File: src/rtl/mmx_pkg.sv
// rtl/mmx_pkg.sv - shared defaults, source encodings and writeback record for the MMX writeback path
package mmx_pkg;

    // Default widths of the MMX writeback path
    localparam int MMX_DATA_W = 64;
    localparam int MMX_REG_W  = 3;

    // Writeback source encodings, as seen on grant_src
    localparam logic SRC_ALU  = 1'b0;
    localparam logic SRC_LOAD = 1'b1;

    // One writeback at the default widths: destination register, result data, producing pipe
    typedef struct packed {
        logic [MMX_REG_W-1:0]  rd;
        logic [MMX_DATA_W-1:0] data;
        logic                  src;
    } wb_rec_t;

    // Pack a writeback record from its fields
    function automatic wb_rec_t make_wb_rec(input logic [MMX_REG_W-1:0]  rd,
                                            input logic [MMX_DATA_W-1:0] data,
                                            input logic                  src);
        wb_rec_t rec;
        rec.rd   = rd;
        rec.data = data;
        rec.src  = src;
        return rec;
    endfunction

endpackage

File: src/rtl/mmx_rr_pick.sv
// rtl/mmx_rr_pick.sv - two-input picker returning a one-hot grant, pointer breaks ties
module mmx_rr_pick (
    input  logic       valid0_i,
    input  logic       valid1_i,
    input  logic       ptr_i,
    output logic [1:0] grant_o
);

    // A lone requester always wins; when both ask, the pointer names the winner
    always_comb begin
        grant_o    = 2'b00;
        grant_o[0] = valid0_i && (!valid1_i || (ptr_i == 1'b0));
        grant_o[1] = valid1_i && (!valid0_i || (ptr_i == 1'b1));
    end

endmodule

File: src/rtl/mmx_wb_arbiter.sv
// rtl/mmx_wb_arbiter.sv - two-pipe MMX writeback arbiter with one output holding register (MMX_WB_RR_EN selects round-robin)
module mmx_wb_arbiter
    import mmx_pkg::*;
#(
    parameter int DATA_W = MMX_DATA_W,
    parameter int REG_W  = MMX_REG_W
) (
    input  logic              clk,
    input  logic              reset,
    input  logic              req0_valid,
    input  logic [REG_W-1:0]  req0_reg,
    input  logic [DATA_W-1:0] req0_data,
    output logic              req0_ready,
    input  logic              req1_valid,
    input  logic [REG_W-1:0]  req1_reg,
    input  logic [DATA_W-1:0] req1_data,
    output logic              req1_ready,
    input  logic              wb_ready,
    output logic              write_enable,
    output logic [REG_W-1:0]  write_select,
    output logic [DATA_W-1:0] write_data,
    output logic              grant_src
);

    // Held writeback: same layout as wb_rec_t plus a valid bit, at the configured widths
    typedef struct packed {
        logic              en;
        logic [REG_W-1:0]  rd;
        logic [DATA_W-1:0] data;
        logic              src;
    } hold_t;

    hold_t      hold_q, hold_d;
    logic       ptr;
    logic [1:0] grant;
    logic       slot_free;
    logic       accept;
    logic       contested;

`ifdef MMX_WB_RR_EN
    logic ptr_q, ptr_d;
    assign ptr = ptr_q;
`else
    // Fixed priority: the load pipe takes every contested cycle
    assign ptr = SRC_LOAD;
`endif

    mmx_rr_pick u_pick (
        .valid0_i (req0_valid),
        .valid1_i (req1_valid),
        .ptr_i    (ptr),
        .grant_o  (grant)
    );

    // The slot can take a new writeback when empty or draining this cycle
    assign slot_free  = !hold_q.en || wb_ready;
    assign contested  = req0_valid && req1_valid;

    // Readies are gated by reset so nothing is accepted while the flops are cleared
    assign req0_ready = reset && slot_free && grant[0];
    assign req1_ready = reset && slot_free && grant[1];
    assign accept     = req0_ready || req1_ready;

    // Next held writeback: load on accept (drain and refill share a cycle), clear on a bare drain
    always_comb begin
        hold_d = hold_q;
        if (accept) begin
            hold_d.en   = 1'b1;
            hold_d.src  = req1_ready ? SRC_LOAD : SRC_ALU;
            hold_d.rd   = req1_ready ? req1_reg  : req0_reg;
            hold_d.data = req1_ready ? req1_data : req0_data;
        end else if (wb_ready) begin
            hold_d.en   = 1'b0;
        end
    end

    // Output holding register, cleared immediately by reset
    always_ff @(posedge clk or negedge reset) begin
        if (!reset) begin
            hold_q <= '0;
        end else begin
            hold_q <= hold_d;
        end
    end

`ifdef MMX_WB_RR_EN
    // After a contested accept the pointer moves to the pipe that lost
    always_comb begin
        ptr_d = ptr_q;
        if (accept && contested) begin
            ptr_d = req1_ready ? SRC_ALU : SRC_LOAD;
        end
    end

    // Pointer register, ALU preferred out of reset
    always_ff @(posedge clk or negedge reset) begin
        if (!reset) begin
            ptr_q <= SRC_ALU;
        end else begin
            ptr_q <= ptr_d;
        end
    end
`else
    logic unused_contested;
    assign unused_contested = contested;
`endif

    assign write_enable = hold_q.en;
    assign write_select = hold_q.rd;
    assign write_data   = hold_q.data;
    assign grant_src    = hold_q.src;

endmodule

File: config.mk
export PLATFORM = sky130hd
export DESIGN_NAME = mmx_wb_arbiter
export DESIGN_NICKNAME = d
export VERILOG_FILES = /design/src/rtl/mmx_pkg.sv /design/src/rtl/mmx_rr_pick.sv /design/src/rtl/mmx_wb_arbiter.sv
export SDC_FILE = /design/constraint.sdc
export NUM_CORES = 1
export LEC_CHECK = 0
export CELL_PAD_IN_SITES_DETAIL_PLACEMENT = 2
export CELL_PAD_IN_SITES_GLOBAL_PLACEMENT = 2
export CORE_MARGIN = 2
export CORE_UTILIZATION = 22
export DETAILED_ROUTE_END_ITERATION = 7
export PLACE_DENSITY = 0.94
export SKIP_CTS_REPAIR_TIMING = 1
export SLEW_MARGIN = 0
export SYNTH_ARGS = -nofsm -noshare
export SYNTH_HDL_FRONTEND = slang
export SYNTH_SLANG_ARGS = --single-unit
export TNS_END_PERCENT = 10
File: constraint.sdc
create_clock -name clk -period 3 [get_ports clk]
set_input_delay 0.6 -clock clk [delete_from_list [all_inputs] [get_ports clk]]
set_output_delay 0.6 -clock clk [all_outputs]
set_load 0.03 [all_outputs]
-- Yosys cells after proc, flatten, opt, wreduce, memory -nomap -nowiden
Index checks and enable logic that the tools add are counted.
- word-level logic and storage cells: 18
- bits in latches: 0
- memory bits (read-only): 0
- memories kept: 0
- register bits: 69
- output and inout bits: 71
- memory bits (writable): 0
- input port bits: 139
- multiply operators: 0
- eq/ne operators: 0
- bitwise operators: 0
- reduce and logical (&&, ||, !) cells: 9
- shift operators: 0
- magnitude comparators: 0
- div/mod/pow operators: 0
- add/sub/neg operators: 0
- muxes and demuxes: 5
- operators with widths (operator ; number):
    $mux 64 ; 1
    $logic_and 1x1->1 ; 4
    $mux 1 ; 3
    $mux 3 ; 1
    $logic_not 1->1 ; 2
    $logic_or 1x1->1 ; 2
    $reduce_bool 2->1 ; 1

-- Longest topological paths before layout
- depth in word-level cells: 6
- mapped depth: 7
- gate-level depth less buffers: 4

-- Hierarchy
Synthesis repeated with hierarchy kept, for this count alone.
- cell total of the unflattened synthesis: 322
- area, all modules: 3387.0 µm²
- by module, submodules not included (module ; seq. area each (µm²) ; cells an instance ; area an instance (µm²) ; instances):
    mmx_wb_arbiter ; 1726.7 ; 319 ; 3368.2 ; 1
    mmx_rr_pick ; 0.0 ; 3 ; 18.8 ; 1

-- Worst setup path before layout
No wires, ideal clock.
- path type: input to output
- start: input port wb_ready
- end: output port req0_ready
- cell stages on the path: 5
- arrival: 1597 ps
- slack: 803 ps
- cells stage by stage: nand2b_1 buf_6 clkbuf_1 nand2_1 nor2_1
- longest elaborated chain between the ends: 3
- ends and longest elaborated chain (what ; RTL line ; text):
    start, declared ; mmx_wb_arbiter.sv:18 ; input logic wb_ready,
    $logic_or 1x1->1 ; mmx_wb_arbiter.sv:56 ; assign slot_free = !hold_q.en || wb_ready;
    $logic_and 1x1->1 (2 in a row) ; mmx_wb_arbiter.sv:60 ; assign req0_ready = reset && slot_free && grant[0];
    end, declared ; mmx_wb_arbiter.sv:13 ; output logic req0_ready,
No other way between the ends.

-- Worst setup path after layout
- start: input port req0_valid
- end: output port req0_ready
- longest elaborated chain between the ends: 2
- ends and longest elaborated chain (what ; RTL line ; text):
    start, declared ; mmx_wb_arbiter.sv:10 ; input logic req0_valid,
    $logic_and 1x1->1 ; mmx_rr_pick.sv:12 ; grant_o[0] = valid0_i && (!valid1_i || (ptr_i == 1'b0));
    $logic_and 1x1->1 ; mmx_wb_arbiter.sv:60 ;
No other way between the ends.

==> summary.txt <==
initial core utilization: 22.4%
Crit Path Max Fanout: 3
Final ANT Viol Nets: 0
final setup violation count: 0
run status: finished clean
Slowest cell on crit path: clkdlybuf4s50_1
WL/cell: 20.5 µm
Worst Path Arrival: 1700 ps
Mapped Area: 3370 µm²
Tmin final: 2300 ps
htree depth: 3
die height: 128 µm
synth-to-layout area growth: 72.8%
maximum capacitance violations: 0
Net Sw Frac: 33.8%
core area: 15100 µm²
fin crit share: 76.7%
Distinct cells, synth: 17
Reg power frac: 35.0%
worst slew pin tran: 767 ps
Clock Path Buffers: 2
sequential-to-total area share from yosys stat: 51.2%
Worst setup EP type: output pin
Max VDD drop: 0.228 mV
first-pass GRT wire length: 22200 µm
Psw: 1.17 mW
row cnt: 45
clock buffer count from CTS: 9
cells after synthesis: 318
total gr overflow: 0
DRC: 0
via density per instance: 4.99
warnings from Yosys: 0
Final HPWL DP: 11000 µm
# nets final: 649
drt total wl: 14400 µm
largest net degree at the start of global routing: 58
Final Max Tran Viols: 0
CP bufs+invs: 2
Syn Nets: 457
# diodes: 0
router iterations before antenna repair: 5
r2r setup slk: 1440 ps
Vias: 3506
Clock power frac: 29.5%
Final Hold Fails: 0
Die Wd: 128 µm
vias in the first global route: 4054
internal power: 2.29 mW
CTS tree: yes
Setup TNS: 0 ps
RSZ-0062 raised after global routing: false
Final Non-Filler Cells: 703
synthesis-stage register bit count: 69
clock net sink count: 69
Total GRT Usage: 17.6%
layout cell share with drive strength beyond 1: 6.80%
placed cells: 687
Hold Crit Class: in2async
gp weighted congestion: 0.750
slowest cell delay on critical path: 540 ps
CP cell instances: clkdlybuf4s50_1 > and2_2 > nand2_1 > nor2_1 > buf_4
Crit Path Category: in2out
fmax: 435 MHz
Clock Latency Late Sink: 320 ps
Combinational Power Share: 35.6%
family with the most delay on the worst path: buffers and inverters
Lkg Pwr: 2.15 nW
worst setup path start: req0_valid
Critical Path RT: 2400 ps
Worst Skew: 8.09 ps
Avg Cell Area, Syn: 10.6 µm²
initial antenna violation count: 0
die area: 16300 µm²
initial DRC count: 120
CP Launch Type: primary input
Reg-to-Reg Start: write_enable
root buf cell: clkbuf_16
Power Density: 593 nW/µm²
Clock Pin Slew Worst Setup and Hold Paths: 60 ps
IO Pins: 210
PortBufs: 209
Slew headroom: 48.9%
-- final timing paths --
check	depth (start not counted)	endpoint
setup / recovery	5	req0_ready
hold / removal	1	grant_src
setup reg to reg	4	write_data[31]
hold reg to reg	1	grant_src
max in group asynchronous	2	write_data[46]
min in group clk	1	grant_src
-- layout by cell type (no fill, tap or decap), drive strengths merged --
cell type and count:
o211a 1, nor2 68, clkinvlp 2, dfrtp 69, nand2b 1, o221a 67, nand2 2, clkbuf 11
and2 1, nand3 68, inv 2, clkinv 2, clkdlybuf4s50 205, a21o 1, o211ai 1, buf 14
-- synthesized netlist by cell type, drive strengths merged --
cell type  instances  area (µm²)
a21o               1        7.51
and2               1        6.26
buf               29         203
clkbuf             9        33.8
dfrtp             69        1730
inv                1        3.75
nand2              2        7.51
nand2b             1        6.26
nand3             68         345
nor2              68         255
o211a              1        17.5
o211ai             1        7.51
o221a             67         754
-- area by class of cell --
type                       instances  area, µm²
clock buffer                      11        253
clock inverter                     5       33.8
fill                            1622       9260
inverter                           1       3.75
multi-input combinational        210       1410
sequential                        69       1730
tap                              188        235
timing repair buffer             219       2170
-- power groups by stage --
stage	sequential (mW)	clock, mW	combinational [mW]
2_1_floorplan	1.53	0	0.284
4_1_cts	1.21	1.05	1.24
6_report	1.21	1.02	1.23
3_5_place_dp	1.22	0	1.24
3_3_place_gp	1.21	0	1.20
5_1_grt	1.23	1.10	1.30
-- worst register-to-register path, cell delays in order (launching register included) --
cell      delay (ps)
dfrtp_1          390
nand2b_2         150
o211a_4          430
buf_12           260
o221a_1          260
-- registers in the layout, summed over array words and instances (netlist names) --
name / count
write_select: 3
write_data: 64
write_enable: 1
grant_src: 1
-- layer usage --
| metal | GRT usage [%] | share of wire, % | vias up |
|---|---|---|---|
| met1 | 20.8 | 41 | 1743 |
| met2 | 32.1 | 51 | 162 |
| met4 | 5.37 | 1.5 | 0 |
| met5 | 0 | 0 | - |
| met3 | 3.46 | 6.2 | 21 |
| li1 | - | - | 1580 |
-- through the flow --
stage | hold WS (ps) | cell area [µm²] | setup WS, ps | total power, mW | utilization [%]
final | 145 | 5830 | 700 | 3.46 | 38.6
after global routing | 148 | 5830 | 618 | 3.62 | 38.6
after CTS | 143 | 5830 | 701 | 3.50 | 38.6
after detailed placement | 494 | 5540 | 701 | 2.46 | 36.7
after global placement | 464 | 5540 | 753 | 2.41 | 36.7
after floorplan | 304 | 3370 | 803 | 1.81 | -
-- cells by family (layout without fill, tap and decap cells) --
kind of cell	count (synthesis)	after routing	synth area share (%)
and+or+nand+nor	140	140	18.4
AOI/OAI and AO/OA	70	70	23.3
DFF	69	69	51.2
buffers and inverters	39	236	7.12
(Power assumes the default switching activity.)
